==> src/rtl/pll_lock_sequencer.sv <==
// PLL bring-up sequencer: reset, load div/mul, wait for lock with timeout/retry,
// settle, then hand the SoC clock to the PLL; falls back to xo_clk on loss or error.
module pll_lock_sequencer #(
    parameter int RST_CYCLES    = 16,
    parameter int SETTLE_CYCLES = 8,
    parameter int SYNC_STAGES   = 2,
    parameter int MAX_RETRIES   = 3
) (
    input  logic        i_clk_ahb,
    input  logic        reset_n,
    input  logic        i_start,
    input  logic        i_clear_err,
    input  logic        i_bypass,
    input  logic [7:0]  i_cfg_div,
    input  logic [7:0]  i_cfg_mul,
    input  logic [31:0] i_lock_timeout,
    input  logic        pll_locked,
    input  logic        pll_error,
    output logic        pll_reset,
    output logic        pll_enable,
    output logic        pll_bypass,
    output logic [7:0]  pll_div,
    output logic [7:0]  pll_mul,
    output logic        soc_clk_select,
    output logic        o_busy,
    output logic        o_done,
    output logic        o_timeout_err,
    output logic        o_lock_lost,
    output logic [1:0]  o_retry_cnt,
    output logic [2:0]  o_state
);

    typedef enum logic [2:0] {
        S_IDLE      = 3'd0,
        S_RESET_PLL = 3'd1,
        S_WAIT_LOCK = 3'd2,
        S_SETTLE    = 3'd3,
        S_RUN       = 3'd4,
        S_BYPASS    = 3'd5,
        S_FAIL      = 3'd6
    } state_t;

    localparam int RW = $clog2(RST_CYCLES + 1);
    localparam int SW = $clog2(SETTLE_CYCLES + 1);
    localparam logic [RW-1:0] RST_LAST    = RW'(RST_CYCLES - 1);
    localparam logic [SW-1:0] SETTLE_LAST = SW'(SETTLE_CYCLES - 1);
    localparam logic [1:0]    RETRY_MAX   = 2'(MAX_RETRIES);

    state_t            state, state_nxt;
    logic [RW-1:0]     rst_cnt, rst_cnt_nxt;
    logic [SW-1:0]     settle_cnt, settle_cnt_nxt;
    logic [31:0]       wait_cnt, wait_cnt_nxt, wait_inc;
    logic [1:0]        retry_nxt;
    logic              timeout_err_nxt, lock_lost_nxt, fail, timed_out;
    logic [7:0]        div_nxt, mul_nxt;
    logic [SYNC_STAGES-1:0] lock_sync, err_sync;
    logic              lock_s, err_s;

    always_ff @(posedge i_clk_ahb or negedge reset_n) begin
        if (!reset_n) begin
            lock_sync <= '0;
            err_sync  <= '0;
        end else begin
            lock_sync <= {lock_sync[SYNC_STAGES-2:0], pll_locked};
            err_sync  <= {err_sync[SYNC_STAGES-2:0], pll_error};
        end
    end

    assign lock_s    = lock_sync[SYNC_STAGES-1];
    assign err_s     = err_sync[SYNC_STAGES-1];
    assign wait_inc  = wait_cnt + 32'd1;
    assign timed_out = (i_lock_timeout != 32'd0) && (wait_inc == i_lock_timeout);

    always_comb begin
        // NOTE: every target gets a default first so no path can infer a latch.
        state_nxt       = state;
        rst_cnt_nxt     = '0;
        settle_cnt_nxt  = '0;
        wait_cnt_nxt    = wait_cnt;
        retry_nxt       = o_retry_cnt;
        timeout_err_nxt = o_timeout_err;
        lock_lost_nxt   = o_lock_lost;
        div_nxt         = pll_div;
        mul_nxt         = pll_mul;
        fail            = 1'b0;

        case (state)
            S_RESET_PLL: begin
                if (rst_cnt == RST_LAST) begin
                    state_nxt    = S_WAIT_LOCK;
                    wait_cnt_nxt = '0;
                end else begin
                    rst_cnt_nxt = rst_cnt + 1'b1;
                end
            end
            S_WAIT_LOCK: begin
                wait_cnt_nxt = wait_inc;
                if (err_s) begin
                    fail = 1'b1;
                end else if (lock_s) begin
                    // The lock-detect cycle counts as the first settle cycle.
                    if (SETTLE_CYCLES <= 1) begin
                        state_nxt = S_RUN;
                    end else begin
                        state_nxt      = S_SETTLE;
                        settle_cnt_nxt = SW'(1);
                    end
                end else if (timed_out) begin
                    fail = 1'b1;
                end
            end
            S_SETTLE: begin
                if (err_s) begin
                    fail = 1'b1;
                end else if (!lock_s) begin
                    state_nxt = S_WAIT_LOCK;
                end else if (settle_cnt == SETTLE_LAST) begin
                    state_nxt = S_RUN;
                end else begin
                    settle_cnt_nxt = settle_cnt + 1'b1;
                end
            end
            S_RUN: begin
                if (!lock_s || err_s) begin
                    lock_lost_nxt = 1'b1;
                    retry_nxt     = '0;
                    state_nxt     = S_RESET_PLL;
                end
            end
            S_FAIL: begin
                if (i_clear_err) begin
                    state_nxt       = S_IDLE;
                    timeout_err_nxt = 1'b0;
                end
            end
            default: ;
        endcase

        if (fail) begin
            if (o_retry_cnt < RETRY_MAX) begin
                retry_nxt = o_retry_cnt + 2'd1;
                state_nxt = S_RESET_PLL;
            end else begin
                timeout_err_nxt = 1'b1;
                state_nxt       = S_FAIL;
            end
        end

        // A start request overrides every other event in the same cycle.
        if (i_start) begin
            div_nxt       = (i_cfg_div == 8'd0) ? 8'd1 : i_cfg_div;
            mul_nxt       = (i_cfg_mul == 8'd0) ? 8'd1 : i_cfg_mul;
            retry_nxt     = '0;
            lock_lost_nxt = 1'b0;
            rst_cnt_nxt   = '0;
            state_nxt     = i_bypass ? S_BYPASS : S_RESET_PLL;
        end
    end

    // Outputs are decoded from the next state so they change on the same edge as it.
    always_ff @(posedge i_clk_ahb or negedge reset_n) begin
        if (!reset_n) begin
            state          <= S_IDLE;
            rst_cnt        <= '0;
            settle_cnt     <= '0;
            wait_cnt       <= '0;
            o_retry_cnt    <= '0;
            o_timeout_err  <= 1'b0;
            o_lock_lost    <= 1'b0;
            pll_div        <= 8'd1;
            pll_mul        <= 8'd1;
            pll_reset      <= 1'b1;
            pll_enable     <= 1'b0;
            pll_bypass     <= 1'b0;
            soc_clk_select <= 1'b0;
            o_busy         <= 1'b0;
            o_done         <= 1'b0;
        end else begin
            state          <= state_nxt;
            rst_cnt        <= rst_cnt_nxt;
            settle_cnt     <= settle_cnt_nxt;
            wait_cnt       <= wait_cnt_nxt;
            o_retry_cnt    <= retry_nxt;
            o_timeout_err  <= timeout_err_nxt;
            o_lock_lost    <= lock_lost_nxt;
            pll_div        <= div_nxt;
            pll_mul        <= mul_nxt;
            pll_enable     <= state_nxt inside {S_WAIT_LOCK, S_SETTLE, S_RUN};
            pll_reset      <= !(state_nxt inside {S_WAIT_LOCK, S_SETTLE, S_RUN});
            pll_bypass     <= (state_nxt == S_BYPASS);
            soc_clk_select <= (state_nxt == S_RUN);
            o_busy         <= state_nxt inside {S_RESET_PLL, S_WAIT_LOCK, S_SETTLE};
            o_done         <= (state_nxt == S_RUN) && (state != S_RUN);
        end
    end

    assign o_state = state;

endmodule

==> config.mk <==
export PLATFORM = sky130hd
export DESIGN_NAME = pll_lock_sequencer
export DESIGN_NICKNAME = d
export VERILOG_FILES = /design/src/rtl/pll_lock_sequencer.sv
export SDC_FILE = /design/constraint.sdc
export NUM_CORES = 1
export LEC_CHECK = 0
export ABC_CLOCK_PERIOD_IN_PS = 3500
export CAP_MARGIN = 20
export CORE_UTILIZATION = 49
export DETAILED_ROUTE_END_ITERATION = 10
export PLACE_DENSITY = 0.83
export SLEW_MARGIN = 20
export SYNTH_ARGS = -nofsm -noshare
export SYNTH_HDL_FRONTEND = slang
export SYNTH_SLANG_ARGS = --single-unit
==> constraint.sdc <==
create_clock -name i_clk_ahb -period 3.5 [get_ports i_clk_ahb]
set_input_delay 0.7 -clock i_clk_ahb [delete_from_list [all_inputs] [get_ports i_clk_ahb]]
set_output_delay 0.7 -clock i_clk_ahb [all_outputs]
set_load 0.02 [all_outputs]
==> results of run 1 <==
==> report_power, final <==
group	total [mW]	switching [mW]	internal, mW
combinational	0.251	0.117	0.134
clock	0.756	0.350	0.406
sequential	0.901	0.0186	0.882
==> layout make-up <==
class / count / area share, %
Multi-Input combinational cell: 401 / 45.6
Sequential cell: 74 / 31.7
Timing Repair Buffer: 94 / 15.6
Tap cell: 129 / 2.76
Clock buffer: 9 / 2.12
Clock inverter: 7 / 1.69
Inverter: 7 / 0.450
==> critical path, delay by kind of cell (launching register included) <==
kind / cells / cell delay, ps
xor+xnor: 1 / 110
mux: 1 / 290
fa+ha+maj: 1 / 310
flops: 1 / 500
buf+inv: 1 / 190
simple gates: 4 / 960
compound gates: 2 / 700
==> metrics by stage <==
stage / total power [mW] / std cells / hold slack (ps) / util (%)
after floorplan: 1.01 / 510 / 331 / -
after global placement: 1.16 / 705 / 333 / 60.8
after detailed placement: 1.17 / 705 / 335 / 60.8
after CTS: 1.92 / 721 / 346 / 63.2
after global routing: 1.98 / 721 / 362 / 63.2
final: 1.91 / 721 / 349 / 63.2
==> Yosys cell counts (4+ instances only) <==
library cell,n,area share [%]
a21oi_1,16,1.7
a31oi_1,10,1.3
and2_1,8,1.1
and3_1,7,0.94
and4_1,5,0.94
buf_2,7,0.75
clkbuf_1,18,1.4
dfrtp_1,71,38
ha_1,4,1.1
inv_1,7,0.56
mux2_2,14,3.4
nand2_1,39,3.1
nand3_1,19,2.0
nand4_1,15,2.0
nor2_1,41,3.3
nor2b_1,5,0.67
nor3_1,12,1.3
nor4_1,18,2.4
o211ai_1,4,0.64
o21ai_0,54,5.8
o31ai_1,14,2.3
o41ai_1,4,0.75
or2_2,4,0.54
xnor2_1,36,6.8
xor2_1,15,2.8
==> cells in the final DEF, fill, tap and decap left out, types with 3 or more instances in the layout <==
cell type,count
nor2_1,41
o21ai_1,3
and3_1,7
buf_4,12
xor2_1,15
and2_1,8
nor4_4,3
o41ai_1,4
and4_1,5
a21oi_1,16
ha_1,4
inv_1,7
o211ai_1,4
dfstp_2,3
nand2b_1,3
nand2_1,39
mux2_2,14
nand3_1,19
o21ai_0,54
nor3_1,12
o31ai_1,14
nand4_1,15
a31oi_1,10
nor4_1,18
xnor2_1,36
clkbuf_8,9
or2_2,4
dfrtp_1,71
or3_1,3
nor2b_1,5
clkdlybuf4s50_1,82
==> path summary, 6_finish.rpt <==
| kind | endpoint |
|---|---|
| worst max-delay path | o_retry_cnt[0]$_DFF_PN0_ |
| worst min-delay path | lock_sync[1]$_DFF_PN0_ |
| worst max register to register | o_retry_cnt[0]$_DFF_PN0_ |
| worst min register to register | lock_sync[1]$_DFF_PN0_ |
| max in group asynchronous | wait_cnt[10]$_DFFE_PN0P_ |
| min in group asynchronous | wait_cnt[21]$_DFFE_PN0P_ |
==> flip-flops by register name, summed over array words and instances, names as in the netlist, 2 cells and up <==
signal       cells
wait_cnt        32
pll_div          8
pll_mul          8
rst_cnt          5
settle_cnt       4
o_state          3
err_sync         2
lock_sync        2
o_retry_cnt      2
==> metal layers <==
| metal | share of wire, % | wire (µm) | global-route usage [%] | vias up |
|---|---|---|---|---|
| met5 | 0.29 | 36 | 3.08 | - |
| met3 | 7.5 | 931 | 5.27 | 43 |
| met4 | 3.0 | 371 | 11.9 | 2 |
| met2 | 48 | 5900 | 43.2 | 211 |
| met1 | 41 | 5110 | 34.0 | 2086 |
| li1 | - | - | - | 2042 |
==> kinds of logic after synthesis <==
| logic type | share of synthesized area [%] |
|---|---|
| compound gates | 16.6 |
| xor+xnor | 9.58 |
| fa+ha+maj | 1.07 |
| buf+inv | 3.03 |
| flops | 39.8 |
| mux | 4.13 |
| simple gates | 25.9 |
==> results.tsv, run 1 <==
stage	metric	value	unit
finish	Fillers	766	
pwr	static leakage	2.36	nW
setup_path	crit path DAT	3430	ps
global_route	initial antenna violation count	0	
finish	multi-input logic area	0.00267	mm²
floorplanning	Die Ht	99.6	µm
logic_synthesis	fraction of registers with async set or reset after synthesis	100	%
job	Max Cap Violations	0	
timing	Slew Limit Fails	0	
logic_synthesis	Yosys cell types	68	
logic_synthesis	cell count after synthesis	510	
timing	Slew HR	24.4	%
placed_design	Port Buf Inserts	83	
timing	Tcrit/Tclk final	90.9	%
detailed_routing	Routed Antenna Nets	0	
timing	RSZ-0062 raised after global routing	false	
pwr	Worst VDD drop	219	µV
logic_synthesis	register area share after synthesis	39.8	%
placed_design	worst slack, placed	355	ps
pwr	Pwr per Cell Area	326	mW/mm²
finish	Ant. Diodes	0	
floorplanning	initial cell density of the core	50.5	%
logic_synthesis	main flop type after synthesis	dfrtp_1	
logic_synthesis	Mapped Nets	569	
clocking	clk_lat worst skew	360	ps
worst_hold_path	hold path start	lock_sync[0]$_DFF_PN0_	
finish	Reg area	0.00186	mm²
detailed_routing	drt first pass iters	5	
setup_path	Slowest Stage Delay on Critical Path	560	ps
logic_synthesis	Yosys warning total	0	
detailed_routing	Iter 0 DRT Violations	327	
global_route	largest net degree at the start of global routing	75	
timing	setup_tns	0	ps
timing	final setup vio count	0	
clocking	quantity of gates resized following cts	0	
clocking	Post-CTS Setup Bufs	0	
worst_hold_path	worst hold path class	flip-flop to flip-flop	
floorplanning	Rows	35	
clocking	Clock Sink Count	74	
global_route	number of global-route vias before repair	4275	
finish	Area Growth Syn to Fin	25.3	%
floorplanning	chip width	99.6	µm
clocking	Inserted Clock Buffers	9	
status	status	completed	
worst_hold_path	hold path depth	0	
logic_synthesis	Post-synth EDFFs	0	
setup_path	Data required, critical path	3750	ps
setup_path	CP startpoint	wait_cnt[0]$_DFFE_PN0P_	
setup_path	worst-path maximum fanout	7	
detailed_routing	Routed WL per cell	17.1	µm
placed_design	routability cong.	1.05	
setup_path	worst reg-to-reg path cell count	10	
logic_synthesis	Mapped Avg Cell Area	9.15	µm²
setup_path	crit path kind	flip-flop to flip-flop	
clocking	CTS tree	yes	
floorplanning	total I/O pin count	84	
logic_synthesis	Cell Area, Synth	0.00466	mm²
placed_design	DP HPWL	9080	µm
global_route	global-route wire length before repair	20900	µm
finish	Layout Nets	646	
clocking	Clock transition at path regs	90	ps
logic_synthesis	synthesis-stage register bit count	74	
setup_path	Slowest-stage cell, CP	a2111oi_0	
timing	Fmax	314	MHz
timing	Fin. Hold Viols	0	
clocking	clk root buf	clkbuf_8	
floorplanning	Die ar.	0.00991	mm²
setup_path	crit-path cells	ha_1, nand3_2, nor4_1, buf_4, xnor2_1, nand3b_1, a2111oi_0, and4_4, o21a_4, mux2_4	
setup_path	Setup crit end kind	flip-flop	
setup_path	worst r2r src	wait_cnt[0]$_DFFE_PN0P_	
finish	post-route cell area	0.00584	mm²
clocking	clock buffer depth	2	
detailed_routing	WL final	12300	µm
global_route	gr usage total	26.5	%
finish	share of cells above drive strength 1	11.7	%
timing	crit path time final	3180	ps
detailed_routing	via count	4384	
timing	Worst Slack Setup Final	318	ps
clocking	H-tree Lvls	3	
setup_path	R2R setup slack	320	ps
detailed_routing	residual DRC count	0	
timing	Slew @ Worst Pin	1130	ps
placed_design	dpl cell area	0.00562	mm²
floorplanning	core box area	0.00924	mm²
clocking	hold_buf cts	0	
setup_path	startpoint types	flip-flop	
timing	Max Clock Skew	16.0	ps
global_route	grt ovf	0	
detailed_routing	Via density	6.08	
Note: power is estimated with default switching activity, not from simulation.
==> run 2, diff against run 1 <==
--- a/config.mk
+++ b/config.mk
@@ -8,6 +8,7 @@
 export ABC_CLOCK_PERIOD_IN_PS = 3500
 export CAP_MARGIN = 20
 export CORE_UTILIZATION = 49
+export CTS_BUF_LIST = sky130_fd_sc_hd__clkbuf_4
 export DETAILED_ROUTE_END_ITERATION = 10
 export PLACE_DENSITY = 0.83
 export SLEW_MARGIN = 20
==> run 2 against run 1 <==
  * Combinational power hardly changed
  * Maximum frequency is 0.40% lower
  * Worst setup slack worse by 13 ps
  * Register-to-register slack hardly changed
  * Core utilization is 0.61 points lower
  * Critical path depth stayed put
  * Critical path type unchanged
  * Largest cell class unchanged
==> results.tsv, run 2 (synthesis gave the netlist of run 1 again) <==
stage	metric	value	unit
placed_design	routability cong.	1.05	
timing	Slew Limit Fails	0	
detailed_routing	Routed Antenna Nets	0	
clocking	clk root buf	clkbuf_4	
setup_path	worst-path maximum fanout	7	
clocking	quantity of gates resized following cts	0	
finish	Largest register FFs	32	
finish	share of cells above drive strength 1	11.7	%
finish	Top Registers	wait_cnt (32), pll_div (8), pll_mul (8)	
placed_design	Inst Count DP	705	
clocking	CTS tree	yes	
clocking	Clock transition at path regs	140	ps
finish	Layout Nets	646	
clocking	hold_buf cts	0	
finish	most frequent cells in the layout	clkdlybuf4s50_1 (82), dfrtp_1 (71), o21ai_0 (54), nor2_1 (41), nand2_1 (39)	
global_route	largest net degree at the start of global routing	75	
status	status	completed	
floorplanning	initial cell density of the core	50.5	%
setup_path	Setup crit end kind	flip-flop	
timing	setup_tns	0	ps
finish	Area Growth Syn to Fin	24.1	%
finish	non-filler cells, final	721	
placed_design	Port Buf Inserts	83	
timing	Slew HR	22.0	%
detailed_routing	WL final	12400	µm
timing	RSZ-0062 raised after global routing	false	
worst_hold_path	worst hold path class	primary input to async pin	
finish	Fillers	778	
placed_design	DP HPWL	9080	µm
detailed_routing	Via density	6.07	
floorplanning	total I/O pin count	84	
pwr	static leakage	2.34	nW
finish	Ant. Diodes	0	
setup_path	crit path DAT	3540	ps
timing	Max Clock Skew	24.1	ps
clocking	clock buffer depth	2	
floorplanning	Die ar.	0.00991	mm²
detailed_routing	drt first pass iters	5	
floorplanning	core box area	0.00924	mm²
setup_path	worst r2r src	wait_cnt[0]$_DFFE_PN0P_	
finish	Util after Layout	62.6	%
timing	Fin. Hold Viols	0	
global_route	gr usage total	26.5	%
detailed_routing	via count	4377	
global_route	initial antenna violation count	0	
timing	crit path time final	3200	ps
detailed_routing	Routed WL per cell	17.1	µm
floorplanning	chip width	99.6	µm
setup_path	Data required, critical path	3840	ps
clocking	H-tree Lvls	3	
timing	Tcrit/Tclk final	91.3	%
timing	final setup vio count	0	
timing	Fmax	313	MHz
clocking	Post-CTS Setup Bufs	0	
global_route	global-route wire length before repair	20800	µm
timing	Slew @ Worst Pin	1160	ps
setup_path	startpoint types	flip-flop	
setup_path	crit path kind	flip-flop to flip-flop	
setup_path	CP startpoint	wait_cnt[0]$_DFFE_PN0P_	
clocking	Inserted Clock Buffers	9	
detailed_routing	residual DRC count	0	
global_route	grt ovf	0	
floorplanning	Die Ht	99.6	µm
global_route	number of global-route vias before repair	4264	
clocking	clk_lat worst skew	440	ps
finish	most common cell after layout, fill and taps aside	clkdlybuf4s50_1	
job	Max Cap Violations	0	
finish	largest reg by FF count	wait_cnt	
pwr	Pwr per Cell Area	308	mW/mm²
clocking	Clock Sink Count	74	
floorplanning	Rows	35	
pwr	Worst VDD drop	180	µV
detailed_routing	Iter 0 DRT Violations	378	
==> run 2: changes by cell type in the layout (fill, tap and decap cells not counted) <==
cell,before,now
clkbuf_4,0,9
clkbuf_8,9,0
==> run 2: layout make-up <==
cell class	instances	area [µm²]	share of cell area [%]
flip-flops and latches	74	1860	32.1
multi-input cells	401	2670	46.1
repair buffers	94	911	15.7
inverters	7	26.3	0.454
clock inverters	7	98.8	1.71
clock buffers	9	67.6	1.17
well taps	129	161	2.79
==> run 2: worst max-delay path, stage by stage, from the launching register on <==
cell,delay (ps)
dfrtp_1,520
ha_1,320
nand3_2,150
nor4_1,360
buf_4,190
xnor2_1,110
nand3b_1,100
a2111oi_0,570
and4_4,350
o21a_4,140
mux2_4,290
==> run 2: worst paths after layout <==
| check | to | slack (ps) | cells after the start |
|---|---|---|---|
| min in group i_clk_ahb | lock_sync[1]$_DFF_PN0_ | 350 | 0 |
| worst min register to register | lock_sync[1]$_DFF_PN0_ | 350 | 0 |
| worst min-delay path | wait_cnt[21]$_DFFE_PN0P_ | 350 | 1 |
| worst max register to register | o_retry_cnt[0]$_DFF_PN0_ | 300 | 10 |
| worst max-delay path | o_retry_cnt[0]$_DFF_PN0_ | 300 | 10 |
| max in group asynchronous | wait_cnt[10]$_DFFE_PN0P_ | 2470 | 1 |
==> run 2: power breakdown <==
group          total [mW]  internal, mW  switching, mW
Clock               0.633         0.294          0.339
Combinational       0.251         0.134          0.117
Sequential          0.901         0.882         0.0185
==> run 2: metrics by stage <==
| stage | cell area (µm²) | power [mW] | setup slack (ps) | hold slack [ps] |
|---|---|---|---|---|
| final | 5790 | 1.78 | 305 | 353 |
| after global routing | 5790 | 1.85 | 118 | 369 |
| after CTS | 5790 | 1.79 | 413 | 352 |
| after detailed placement | 5620 | 1.17 | 355 | 335 |
| after global placement | 5620 | 1.16 | 381 | 333 |
| after floorplan | 4660 | 1.01 | 671 | 331 |
==> run 2: per-layer routing <==
metal / global-route usage [%] / routed length [µm]
met1: 34.0 / 5020
met2: 43.4 / 6030
met3: 5.55 / 944
met4: 10.5 / 334
met5: 3.08 / 36
==> run 3, diff against run 2 <==
--- a/config.mk
+++ b/config.mk
@@ -5,12 +5,12 @@
 export SDC_FILE = /design/constraint.sdc
 export NUM_CORES = 1
 export LEC_CHECK = 0
-export ABC_CLOCK_PERIOD_IN_PS = 3500
+export ABC_CLOCK_PERIOD_IN_PS = 2900
 export CAP_MARGIN = 20
 export CORE_UTILIZATION = 49
 export CTS_BUF_LIST = sky130_fd_sc_hd__clkbuf_4
 export DETAILED_ROUTE_END_ITERATION = 10
-export PLACE_DENSITY = 0.83
+export PLACE_DENSITY = 0.86
 export SLEW_MARGIN = 20
 export SYNTH_ARGS = -nofsm -noshare
 export SYNTH_HDL_FRONTEND = slang
==> constraint.sdc (replaced) <==
create_clock -name i_clk_ahb -period 2.9 [get_ports i_clk_ahb]
set_input_delay 0.58 -clock i_clk_ahb [delete_from_list [all_inputs] [get_ports i_clk_ahb]]
set_output_delay 0.58 -clock i_clk_ahb [all_outputs]
set_load 0.02 [all_outputs]
==> run 3 against run 2 <==
  * Core utilization rose by 3.8 points
  * Clock power is 6.0% lower
  * Sequential share of layout area down 1.7 points
  * Sequential cell count unchanged
  * Critical path type unchanged
  * Largest cell class unchanged
  * Worst hold slack got worse by 220 ps
  * Global-route usage is 1.3 points higher
==> results.tsv, run 3 (synthesis gave the netlist of run 1 again) <==
stage	metric	value	unit
status	status	completed	
finish	Reg area	0.00186	mm²
floorplanning	Rows	35	
timing	final setup vio count	0	
floorplanning	initial cell density of the core	50.5	%
finish	Area Growth Syn to Fin	31.6	%
setup_path	Slowest Stage Delay on Critical Path	400	ps
finish	largest reg by FF count	wait_cnt	
timing	Fmax	354	MHz
clocking	Clock transition at path regs	140	ps
clocking	clk root buf	clkbuf_4	
setup_path	crit path DAT	3160	ps
floorplanning	Die Ht	99.6	µm
setup_path	worst reg-to-reg path cell count	11	
setup_path	end of the worst register-to-register path	o_retry_cnt[0]$_DFF_PN0_	
global_route	number of global-route vias before repair	4625	
placed_design	worst slack, placed	-212	ps
pwr	Pwr per Cell Area	327	mW/mm²
setup_path	crit path kind	flip-flop to flip-flop	
floorplanning	Die ar.	0.00991	mm²
floorplanning	core box area	0.00924	mm²
pwr	PnR Total Power	2.00	mW
placed_design	dpl cell area	0.00592	mm²
finish	post-route cell area	0.00614	mm²
detailed_routing	Routed Antenna Nets	0	
finish	Fillers	689	
finish	Layout Nets	689	
finish	multi-input logic area	0.00272	mm²
setup_path	crit-path cells	buf_4, nand4_4, buf_4, nor4_4, nand3_1, mux2i_1, a2111oi_4, buf_4, and4_4, o21a_4, mux2_4	
clocking	clk_lat worst skew	430	ps
floorplanning	total I/O pin count	84	
clocking	Inserted Clock Buffers	9	
finish	most frequent cells in the layout	clkdlybuf4s50_1 (82), dfrtp_1 (66), o21ai_0 (52), buf_4 (52), nor2_1 (41)	
detailed_routing	WL final	13500	µm
timing	Worst Slack Setup Final	72.6	ps
finish	Top Registers	wait_cnt (32), pll_div (8), pll_mul (8)	
timing	Slew Limit Fails	0	
pwr	static leakage	2.53	nW
clocking	Clock Sink Count	74	
finish	Ant. Diodes	0	
global_route	initial antenna violation count	0	
setup_path	Top cell by count, worst path	buf_4	
detailed_routing	drt first pass iters	5	
finish	Largest register FFs	32	
detailed_routing	Routed WL per cell	17.7	µm
placed_design	routability cong.	1.01	
setup_path	Data required, critical path	3230	ps
timing	crit path time final	2830	ps
setup_path	Slowest-stage cell, CP	dfrtp_1	
finish	share of cells above drive strength 1	18.7	%
timing	setup_tns	0	ps
setup_path	startpoint types	flip-flop	
placed_design	Inst Count DP	743	
global_route	gr usage total	27.8	%
global_route	grt ovf	0	
clocking	clock buffer depth	2	
placed_design	Port Buf Inserts	83	
job	Max Cap Violations	0	
finish	non-filler cells, final	764	
timing	Tcrit/Tclk final	97.5	%
detailed_routing	via count	4604	
timing	Slew @ Worst Pin	597	ps
detailed_routing	Via density	6.03	
worst_hold_path	worst hold path class	primary input to async pin	
detailed_routing	Iter 0 DRT Violations	397	
timing	Max Clock Skew	15.5	ps
detailed_routing	residual DRC count	0	
global_route	global-route wire length before repair	21800	µm
setup_path	worst-path maximum fanout	5	
setup_path	R2R setup slack	70	ps
setup_path	worst r2r src	wait_cnt[1]$_DFFE_PN0P_	
clocking	hold_buf cts	0	
timing	Fin. Hold Viols	0	
finish	Util after Layout	66.4	%
clocking	CTS tree	yes	
setup_path	Setup crit end kind	flip-flop	
floorplanning	chip width	99.6	µm
placed_design	DP HPWL	9770	µm
global_route	largest net degree at the start of global routing	75	
pwr	Worst VDD drop	258	µV
timing	Slew HR	59.8	%
finish	most common cell after layout, fill and taps aside	clkdlybuf4s50_1	
timing	final hold slack	136	ps
clocking	H-tree Lvls	3	
setup_path	CP startpoint	wait_cnt[1]$_DFFE_PN0P_	
==> run 3: cell count changes in the layout (fill, tap and decap cells not counted), sizes merged <==
cell,delta
inv,-1
clkinv,+2
buf,+43
clkinvlp,+1
bufinv,-2
==> run 3: worst max-delay path, delay by kind of cell, from the launching register on <==
family                 cells  cell delay (ps)
AOI/OAI and AO/OA          2              530
buffers and inverters      3              500
DFF                        1              400
muxes                      2              480
and+or+nand+nor            4              820
==> run 3: area by class of cell <==
type                       instances  area share, %
tap                              129           2.63
clock inverter                     7          0.877
clock buffer                       9           1.10
sequential                        74           30.3
timing repair buffer             137           20.3
multi-input combinational        401           44.3
inverter                           7          0.428
==> run 3: report_power, final <==
group          switching (mW)  internal [mW]  leakage, nW
registers              0.0170           1.06        0.961
clock network           0.415          0.180       0.0602
logic                   0.155          0.172         1.50
total                   0.587           1.42         2.53
==> run 3: per-layer routing <==
| layer | part of all wire, % | GRT usage, % |
|---|---|---|
| met2 | 50 | 46.0 |
| met5 | 0 | 0 |
| met1 | 40 | 35.2 |
| met4 | 2.5 | 12.8 |
| met3 | 7.5 | 5.41 |
==> run 3: timing repair <==
action	in CTS	in global routing
buffers inserted	0	5
cloned	0	0
endpoints found under the setup margin	3	2
gates resized for setup	4	11
pin swaps	0	9
==> run 3: worst max-delay path by stage <==
stage / endpoint / depth (start not counted)
after floorplan: o_retry_cnt[0]$_DFF_PN0_ / 10
after global placement: o_retry_cnt[0]$_DFF_PN0_ / 9
after detailed placement: o_retry_cnt[0]$_DFF_PN0_ / 9
after CTS: o_retry_cnt[0]$_DFF_PN0_ / 9
after global routing: o_retry_cnt[0]$_DFF_PN0_ / 10
final: o_retry_cnt[0]$_DFF_PN0_ / 11
